## config.mk

```make
export PLATFORM = sky130hd
export DESIGN_NAME = neuron_mac_acc_flat
export DESIGN_NICKNAME = d
export VERILOG_FILES = /design/src/rtl/neuron_mac_acc_pkg.sv /design/src/rtl/neuron_mac_acc_if.sv /design/src/rtl/neuron_mac_acc_lane.sv /design/src/rtl/neuron_mac_acc.sv /design/src/flat_wrapper.sv
export SDC_FILE = /design/constraint.sdc
export NUM_CORES = 2
export LEC_CHECK = 0
export BUFFER_PORTS_ARGS = -buffer_cell sky130_fd_sc_hd__buf_2
export CAP_MARGIN = 20
export CORE_MARGIN = 10
export CORE_UTILIZATION = 35
export CTS_BUF_LIST = sky130_fd_sc_hd__clkbuf_16
export DETAILED_ROUTE_END_ITERATION = 10
export SLEW_MARGIN = 20
export SYNTH_ARGS = -nofsm -noshare
export SYNTH_HDL_FRONTEND = slang
export SYNTH_SLANG_ARGS = --single-unit
export TNS_END_PERCENT = 10
```

## constraint.sdc

```tcl
create_clock -name clk -period 9.65 [get_ports clk]
set_clock_uncertainty 0.1 [all_clocks]
set_input_delay 1.4475 -clock clk [delete_from_list [all_inputs] [get_ports clk]]
set_output_delay 1.4475 -clock clk [all_outputs]
set_load 0.03 [all_outputs]
```

## src/rtl/neuron_mac_acc_pkg.sv

```systemverilog
// Shared widths and pipeline-control types for the neuron MAC/accumulate slice.
package neuron_mac_acc_pkg;

  // Control bits that travel alongside a beat's products through the pipe.
  typedef struct packed {
    logic valid;
    logic first;
    logic last;
  } beat_ctl_t;

  function automatic int unsigned clog2(input int unsigned v);
    int unsigned r;
    int unsigned x;
    r = 0;
    x = (v > 0) ? v - 1 : 0;
    while (x > 0) begin
      r = r + 1;
      x = x >> 1;
    end
    return r;
  endfunction

  function automatic int unsigned prod_width(input int unsigned din_w,
                                             input int unsigned weight_w);
    return din_w + weight_w;
  endfunction

  // Wide enough that VECTOR_LEN worst-case products can never wrap.
  function automatic int unsigned acc_width(input int unsigned din_w,
                                            input int unsigned weight_w,
                                            input int unsigned vector_len);
    return prod_width(din_w, weight_w) + clog2(vector_len);
  endfunction

endpackage

```

## src/rtl/neuron_mac_acc_if.sv

```systemverilog
// Beat-input / sum-output bundle between the MAC stage and its neighbours.
interface neuron_mac_acc_if #(
  parameter int unsigned PARALLEL_IN  = 4,
  parameter int unsigned DIN_WIDTH    = 16,
  parameter int unsigned WEIGHT_WIDTH = 16,
  parameter int unsigned DOUT_WIDTH   = 32
);

  logic [PARALLEL_IN*DIN_WIDTH-1:0]    din;
  logic [PARALLEL_IN*WEIGHT_WIDTH-1:0] weight;
  logic                                din_valid;
  logic                                sync_clr;
  logic [PARALLEL_IN*DOUT_WIDTH-1:0]   dout;
  logic                                dout_valid;
  logic [PARALLEL_IN-1:0]              sat;

  modport master (
    output din,
    output weight,
    output din_valid,
    output sync_clr,
    input  dout,
    input  dout_valid,
    input  sat
  );

  modport slave (
    input  din,
    input  weight,
    input  din_valid,
    input  sync_clr,
    output dout,
    output dout_valid,
    output sat
  );

endinterface

```

## src/rtl/neuron_mac_acc_lane.sv

```systemverilog
// One neuron lane: signed product register, non-wrapping accumulator and
// saturating output register.
module neuron_mac_lane
  import neuron_mac_acc_pkg::*;
#(
  parameter int unsigned DIN_WIDTH    = 16,
  parameter int unsigned WEIGHT_WIDTH = 16,
  parameter int unsigned DOUT_WIDTH   = 32,
  parameter int unsigned VECTOR_LEN   = 64
) (
  input  logic                           clk,
  input  logic                           rst_n,
  input  logic signed [DIN_WIDTH-1:0]    din_i,
  input  logic signed [WEIGHT_WIDTH-1:0] weight_i,
  input  logic                           prod_en_i,
  input  logic                           acc_en_i,
  input  logic                           acc_first_i,
  input  logic                           out_en_i,
  output logic [DOUT_WIDTH-1:0]          dout_o,
  output logic                           sat_o
);

  localparam int unsigned PROD_W = prod_width(DIN_WIDTH, WEIGHT_WIDTH);
  localparam int unsigned ACC_W  = acc_width(DIN_WIDTH, WEIGHT_WIDTH, VECTOR_LEN);
  // Saturation compares are done at max(ACC_W, DOUT_WIDTH) so narrow
  // accumulators still sign-extend cleanly into the output width.
  localparam int unsigned EXT_W  = (ACC_W > DOUT_WIDTH) ? ACC_W : DOUT_WIDTH;

  localparam logic signed [EXT_W-1:0] SAT_HI =
    {{(EXT_W-DOUT_WIDTH+1){1'b0}}, {(DOUT_WIDTH-1){1'b1}}};
  localparam logic signed [EXT_W-1:0] SAT_LO =
    {{(EXT_W-DOUT_WIDTH+1){1'b1}}, {(DOUT_WIDTH-1){1'b0}}};
  localparam logic [DOUT_WIDTH-1:0] OUT_MAX = {1'b0, {(DOUT_WIDTH-1){1'b1}}};
  localparam logic [DOUT_WIDTH-1:0] OUT_MIN = {1'b1, {(DOUT_WIDTH-1){1'b0}}};

  logic signed [PROD_W-1:0] prod_d, prod_q;
  logic signed [ACC_W-1:0]  acc_d, acc_q;
  logic signed [EXT_W-1:0]  acc_ext;
  logic [DOUT_WIDTH-1:0]    dout_d, dout_q;
  logic                     sat_d, sat_q;

  always_comb begin
    prod_d = PROD_W'(din_i) * PROD_W'(weight_i);
  end

  // Loading on the first beat lets a new vector follow the previous
  // one's last beat with no flush cycle in between.
  always_comb begin
    acc_d = acc_q;
    if (acc_en_i) begin
      if (acc_first_i) acc_d = ACC_W'(prod_q);
      else             acc_d = acc_q + ACC_W'(prod_q);
    end
  end

  always_comb begin
    acc_ext = EXT_W'(acc_q);
    dout_d  = acc_ext[DOUT_WIDTH-1:0];
    sat_d   = 1'b0;
    if (acc_ext > SAT_HI) begin
      dout_d = OUT_MAX;
      sat_d  = 1'b1;
    end else if (acc_ext < SAT_LO) begin
      dout_d = OUT_MIN;
      sat_d  = 1'b1;
    end
  end

  always_ff @(posedge clk or negedge rst_n) begin
    if (!rst_n) begin
      prod_q <= '0;
      acc_q  <= '0;
      dout_q <= '0;
      sat_q  <= 1'b0;
    end else begin
      if (prod_en_i) prod_q <= prod_d;
      acc_q <= acc_d;
      if (out_en_i) begin
        dout_q <= dout_d;
        sat_q  <= sat_d;
      end
    end
  end

  assign dout_o = dout_q;
  assign sat_o  = sat_q;

endmodule

```

## src/rtl/neuron_mac_acc.sv

```systemverilog
// Parallel signed multiply-accumulate stage: beat counter, valid/first/last
// pipeline and abort handling shared by PARALLEL_IN independent lanes.
module neuron_mac_acc
  import neuron_mac_acc_pkg::*;
#(
  parameter int unsigned PARALLEL_IN  = 4,
  parameter int unsigned DIN_WIDTH    = 16,
  parameter int unsigned WEIGHT_WIDTH = 16,
  parameter int unsigned DOUT_WIDTH   = 32,
  parameter int unsigned VECTOR_LEN   = 64
) (
  input  logic             clk,
  input  logic             rst_n,
  neuron_mac_acc_if.slave  bus
);

  localparam int unsigned     CNT_W     = clog2(VECTOR_LEN);
  localparam logic [CNT_W-1:0] LAST_BEAT = CNT_W'(VECTOR_LEN - 1);

  logic [CNT_W-1:0] cnt_d, cnt_q;
  beat_ctl_t        s1_d, s1_q;
  logic             s2_last_d, s2_last_q;
  logic             dout_valid_d, dout_valid_q;
  logic             beat_en;
  logic             acc_en;
  logic             out_en;

  logic [PARALLEL_IN*DOUT_WIDTH-1:0] dout_w;
  logic [PARALLEL_IN-1:0]            sat_w;

  // sync_clr overrides a coincident beat and drops whatever is in S1/S2.
  always_comb begin
    beat_en = bus.din_valid & ~bus.sync_clr;
    acc_en  = s1_q.valid & ~bus.sync_clr;
    out_en  = s2_last_q & ~bus.sync_clr;

    cnt_d = cnt_q;
    if (bus.sync_clr)          cnt_d = '0;
    else if (bus.din_valid)    cnt_d = (cnt_q == LAST_BEAT) ? '0 : cnt_q + 1'b1;

    s1_d.valid = beat_en;
    s1_d.first = (cnt_q == '0);
    s1_d.last  = (cnt_q == LAST_BEAT);

    s2_last_d    = acc_en & s1_q.last;
    dout_valid_d = out_en;
  end

  always_ff @(posedge clk or negedge rst_n) begin
    if (!rst_n) begin
      cnt_q        <= '0;
      s1_q         <= '0;
      s2_last_q    <= 1'b0;
      dout_valid_q <= 1'b0;
    end else begin
      cnt_q        <= cnt_d;
      s1_q         <= s1_d;
      s2_last_q    <= s2_last_d;
      dout_valid_q <= dout_valid_d;
    end
  end

  for (genvar i = 0; i < PARALLEL_IN; i++) begin : g_lane
    neuron_mac_lane #(
      .DIN_WIDTH    (DIN_WIDTH),
      .WEIGHT_WIDTH (WEIGHT_WIDTH),
      .DOUT_WIDTH   (DOUT_WIDTH),
      .VECTOR_LEN   (VECTOR_LEN)
    ) u_lane (
      .clk         (clk),
      .rst_n       (rst_n),
      .din_i       (bus.din[i*DIN_WIDTH +: DIN_WIDTH]),
      .weight_i    (bus.weight[i*WEIGHT_WIDTH +: WEIGHT_WIDTH]),
      .prod_en_i   (beat_en),
      .acc_en_i    (acc_en),
      .acc_first_i (s1_q.first),
      .out_en_i    (out_en),
      .dout_o      (dout_w[i*DOUT_WIDTH +: DOUT_WIDTH]),
      .sat_o       (sat_w[i])
    );
  end

  assign bus.dout       = dout_w;
  assign bus.sat        = sat_w;
  assign bus.dout_valid = dout_valid_q;

endmodule

```

## src/flat_wrapper.sv

```systemverilog
// flat-port wrapper written by rule: the top's interface ports become plain ports
module neuron_mac_acc_flat import neuron_mac_acc_pkg::*;
#(
  parameter int unsigned PARALLEL_IN  = 4,
  parameter int unsigned DIN_WIDTH    = 16,
  parameter int unsigned WEIGHT_WIDTH = 16,
  parameter int unsigned DOUT_WIDTH   = 32,
  parameter int unsigned VECTOR_LEN   = 64
)
  (clk, rst_n, bus_din, bus_weight, bus_din_valid, bus_sync_clr, bus_dout, bus_dout_valid, bus_sat);
  neuron_mac_acc_if #(.PARALLEL_IN(PARALLEL_IN), .DIN_WIDTH(DIN_WIDTH), .WEIGHT_WIDTH(WEIGHT_WIDTH), .DOUT_WIDTH(DOUT_WIDTH)) bus_i ();
  input  logic clk;
  input  logic rst_n;
  input wire logic [$bits(bus_i.din)-1:0] bus_din;
  input wire logic [$bits(bus_i.weight)-1:0] bus_weight;
  input wire logic [$bits(bus_i.din_valid)-1:0] bus_din_valid;
  input wire logic [$bits(bus_i.sync_clr)-1:0] bus_sync_clr;
  output wire logic [$bits(bus_i.dout)-1:0] bus_dout;
  output wire logic [$bits(bus_i.dout_valid)-1:0] bus_dout_valid;
  output wire logic [$bits(bus_i.sat)-1:0] bus_sat;
  assign bus_i.din = bus_din;
  assign bus_i.weight = bus_weight;
  assign bus_i.din_valid = bus_din_valid;
  assign bus_i.sync_clr = bus_sync_clr;
  assign bus_dout = bus_i.dout;
  assign bus_dout_valid = bus_i.dout_valid;
  assign bus_sat = bus_i.sat;
  neuron_mac_acc #(.PARALLEL_IN(PARALLEL_IN), .DIN_WIDTH(DIN_WIDTH), .WEIGHT_WIDTH(WEIGHT_WIDTH), .DOUT_WIDTH(DOUT_WIDTH), .VECTOR_LEN(VECTOR_LEN)) u_core (.clk(clk), .rst_n(rst_n), .bus(bus_i));
endmodule
```

==> impl_summary.md <==
Timing
At the pin with the least slew margin, the transition time is 1020 ps. The post-route minimum period is 7770 ps. The fmax is 0.129 GHz.

Dividing the final minimum period by the clock period gives 80.5%. The final-report setup violation count is 0. The summed negative setup slack over all endpoints is 0 ps.

Setup repair after global routing left no endpoint under its margin. The number of pins with negative max-slew slack in the final report came to 0. Measured against its own limit, the worst slew margin works out to 31.2%.

The number of endpoints with negative hold slack in the final report was 0.

Setup path
For this run, the slowest stage of the critical path takes 760 ps. Among the stages of the critical path, the cell type that occurs most often is fa_1. The required time reported for the critical path endpoint is 10020 ps. The signal on the critical path passes through buf_2, nand2_1, inv_1, fa_1, fa_1, fa_1, fa_1, fa_1, inv_1, fa_1, inv_1, ha_1, nand2_1, nor3_1, a221o_1, a2111oi_0, or4_1, a31oi_1, or4_1, a31oi_1, xnor2_1, o21ai_1. The arrival time at the worst endpoint is 8140 ps. The largest individual stage delay along the critical path comes from the cell fa_1. The nature of the critical path startpoint is an input pin.

The critical path is of the input pin to register type. The maximum fanout encountered on the critical timing path is 16. STA classifies the critical path endpoint as a register.

Layout
Of the cells placed in the final design, the portion with a size suffix greater than 1 is 5.63%. Compared with the post-synthesis result, the final layout area differs by 8.23%. The multi-input combinational cells in the finished layout cover a total of 46900 sq um.

The area of all sequential standard cells is 10600 sq um. The number of inserted filler cells in the final layout is 18100. At the end of the flow the core is filled with cells to 38.1%.

The post-layout net count is 8805.

Synthesis
The synthesized netlist devotes 11.6% of its cell area to compound gates. The number of enable-type register cells in the synthesized netlist is 0. The synthesized area is 63000 sq um. The count of state elements after synthesis is 423. The per-instance average area after synthesis is 8.89 sq um. The flip-flop cell with the highest count after synthesis is dfrtp_1. For this run, the register share of the synthesized area comes to 16.8%. The async set-or-reset flop fraction in the synthesized netlist is 100%. The netlist uses 84 different library cells. The synthesized instance count is 7083. Multiplexer cells account for 0.388% of the synthesized area. The synthesized netlist devotes 3.37% of its cell area to XOR and XNOR gates. The number of synthesis warnings is 0. After synthesis, the largest family of logic cells by area is adder cells.

The adder-cell share of the synthesized area is 43.0%. The synthesized netlist devotes 16.0% of its cell area to simple gates. The total nets after synthesis is 8745.

Routing
The number of routed nets with antenna violations is 0. The routed via count is 47900. The per-cell routed wire length is 17.7 um. The number of search-and-repair iterations in the first detailed-routing pass is 5. Using the TritonRoute via totals, the vias-per-cell ratio works out to 5.02. The DRC marker count from the first detailed-route iteration is 2715. The wire length reported by the detailed router is 169000 um. For this run, design rule violations remaining after detail routing come to 0.

Floorplan
The floorplan die height is 444 um. The effective utilization at floorplan is 35.2%. For this design the top-level I/O count stands at 265. The floorplan step defined a die boundary enclosing 197000 sq um.

The core area is 179000 sq um. In this run the core area contains 155 standard-cell rows. The x dimension of the die is 444 um.

Clock tree
The number of buffers inserted by post-CTS setup repair is 0. For the worst-skew pair, the clock arrives at the later sink with an insertion delay of 630 ps. The maximum clock insertion buffer count is 3. The cell at the root of the clock tree is clkbuf_16.

The clock tree from TritonCTS is built. In this run, CTS created clock tree buffers numbering 53. Buffers inserted to repair hold after CTS numbered 0. The clock drives 423 sinks.

After clock tree synthesis, the clock-pin slew on the worst setup and hold paths is 60 ps. The number of H-tree levels is 2. The number of gates resized after CTS was 0.

Run
Max-cap violations in this run came to 0.

GRT
The global-route usage over all layers is 17.1%. The number of antenna violations at the first check in global routing came to 2. The maximum number of pins on one net before global-route repair is 131. After global routing the overflow that remains totals 0.

The number of global-route vias before repair was 50900. The first global-routing pass estimated 275000 um of wire.

Placement
Input and output buffers added on the ports amount to 264. Summed over all nets, the half-perimeter wirelength after detailed placement is 133000 um. The final weighted congestion in routability-driven placement is 0.876.

Worst hold path
The kind of path behind the tightest hold check is register to register.

Outcome
The run finished with clean final reports.
path summary, 6_finish.rpt:
path | startpoint | endpoint | slack (ps) | cells after the start
max | bus_din[47] | u_core.g_lane[2].u_lane.prod_q[31] | 1880 | 22
min | u_core.s1_q[0] | u_core.s2_last_q | 360 | 1
max reg2reg | u_core.g_lane[3].u_lane.prod_q[0] | u_core.g_lane[3].u_lane.acc_ext[36] | 5820 | 13
min reg2reg | u_core.s1_q[0] | u_core.s2_last_q | 360 | 1
max in group asynchronous | rst_n | u_core.s1_q[1] | 6700 | 3
min in group asynchronous | rst_n | u_core.g_lane[2].u_lane.dout_o[15] | 670 | 1
synthesized netlist by cell type, types with 5 or more instances:
| library cell | instances | area (sq um) |
|---|---|---|
| a211o_1 | 7 | 61.3 |
| a211oi_1 | 30 | 225 |
| a21boi_1 | 6 | 45.0 |
| a21o_1 | 114 | 856 |
| a21oi_1 | 428 | 2140 |
| a221o_1 | 6 | 60.1 |
| a311oi_1 | 7 | 61.3 |
| a31o_2 | 5 | 43.8 |
| a31oi_1 | 58 | 363 |
| a41oi_1 | 7 | 61.3 |
| and2_1 | 500 | 3130 |
| and3_1 | 36 | 225 |
| and4_1 | 7 | 61.3 |
| buf_1 | 15 | 56.3 |
| clkbuf_1 | 263 | 987 |
| dfrtp_1 | 423 | 10600 |
| fa_1 | 1052 | 21100 |
| ha_1 | 478 | 5980 |
| inv_1 | 1202 | 4510 |
| mux2i_1 | 21 | 210 |
| nand2_1 | 998 | 3750 |
| nand2b_1 | 40 | 250 |
| nand3_1 | 63 | 315 |
| nand4_1 | 16 | 100 |
| nor2_1 | 353 | 1330 |
| nor2b_1 | 27 | 169 |
| nor3_1 | 52 | 260 |
| nor3b_1 | 6 | 45.0 |
| nor4_1 | 13 | 81.3 |
| o2111ai_1 | 10 | 87.6 |
| o211ai_1 | 25 | 188 |
| o21a_1 | 50 | 375 |
| o21ai_0 | 225 | 1130 |
| o21ai_1 | 116 | 581 |
| o21bai_1 | 30 | 225 |
| o22ai_1 | 7 | 43.8 |
| o31a_1 | 6 | 52.6 |
| o31ai_1 | 25 | 188 |
| or2_2 | 11 | 68.8 |
| or3_1 | 18 | 113 |
| xnor2_1 | 157 | 1380 |
| xor2_1 | 85 | 744 |
state kept, by name (all words and copies together) (netlist names):
register	count
u_core.g_lane.u_lane.prod_q	128
u_core.g_lane.u_lane.dout_o	128
u_core.bus.dout_valid	1
u_core.s1_q	3
u_core.cnt_q	6
u_core.g_lane.u_lane.acc_ext	152
u_core.g_lane.u_lane.sat_o	4
u_core.s2_last_q	1
cells by family after synthesis:
group | Yosys count
buf+inv | 1485
mux | 24
compound gates | 1218
flops | 423
fa+ha+maj | 1530
simple gates | 2161
xor+xnor | 242
layer usage:
layer	share of wire, %	track usage [%]	vias up
met2	50	30.0	990
li1	-	-	22400
met3	4.2	2.04	240
met5	0.0077	0	-
met4	4.6	6.83	2
met1	41	21.2	24200
stage by stage:
stage / setup WS (ps) / std cells / instance area, sq um / hold WS (ps)
final: 1880 / 9539 / 68100 / 360
after global routing: 1530 / 9537 / 68100 / 379
after CTS: 2020 / 9536 / 68100 / 371
after detailed placement: 1340 / 9442 / 66400 / 341
after global placement: 1420 / 9442 / 66400 / 347
after floorplan: 2060 / 7083 / 63000 / 328
critical path, delay by kind of cell:
| kind | cells | cell delay (ps) |
|---|---|---|
| XOR/XNOR | 1 | 140 |
| AND/OR/NAND/NOR | 5 | 1130 |
| buffers and inverters | 4 | 400 |
| adder cells (fa/ha/maj) | 7 | 3580 |
| AO/OA/AOI/OAI | 5 | 1430 |
cell usage in the layout (no fill, tap or decap), drive strengths merged, types with 13 or more instances in the layout:
cell,netlist,layout
xor2,85,85
buf,20,288
a211oi,31,31
ha,478,478
nand2,998,998
xnor2,157,157
o21bai,30,30
nand4,16,16
clkinv,0,16
nor3,52,52
o21ai,341,341
a21o,115,115
nor2b,27,27
inv,1202,1216
fa,1052,1052
or3,18,18
o211ai,25,25
o21a,50,50
nand3,63,63
and2,500,500
o31ai,25,25
a31oi,58,58
and3,37,37
nor2,353,353
a21oi,428,428
clkbuf,263,54
nand2b,40,40
mux2i,21,21
dfrtp,423,423
nor4,13,13
final cells by class:
cell class / count / share of cell area [%]
Multi-Input combinational cell: 5175 / 68.8
Sequential cell: 423 / 15.5
Inverter: 1202 / 6.63
Tap cell: 2355 / 4.32
Timing Repair Buffer: 288 / 2.27
Clock buffer: 54 / 1.98
Clock inverter: 40 / 0.466
Antenna cell: 2 / 0.00735
Power is not shown: default switching activity piles up to over one toggle a cycle in this logic, so the estimate is an artifact.
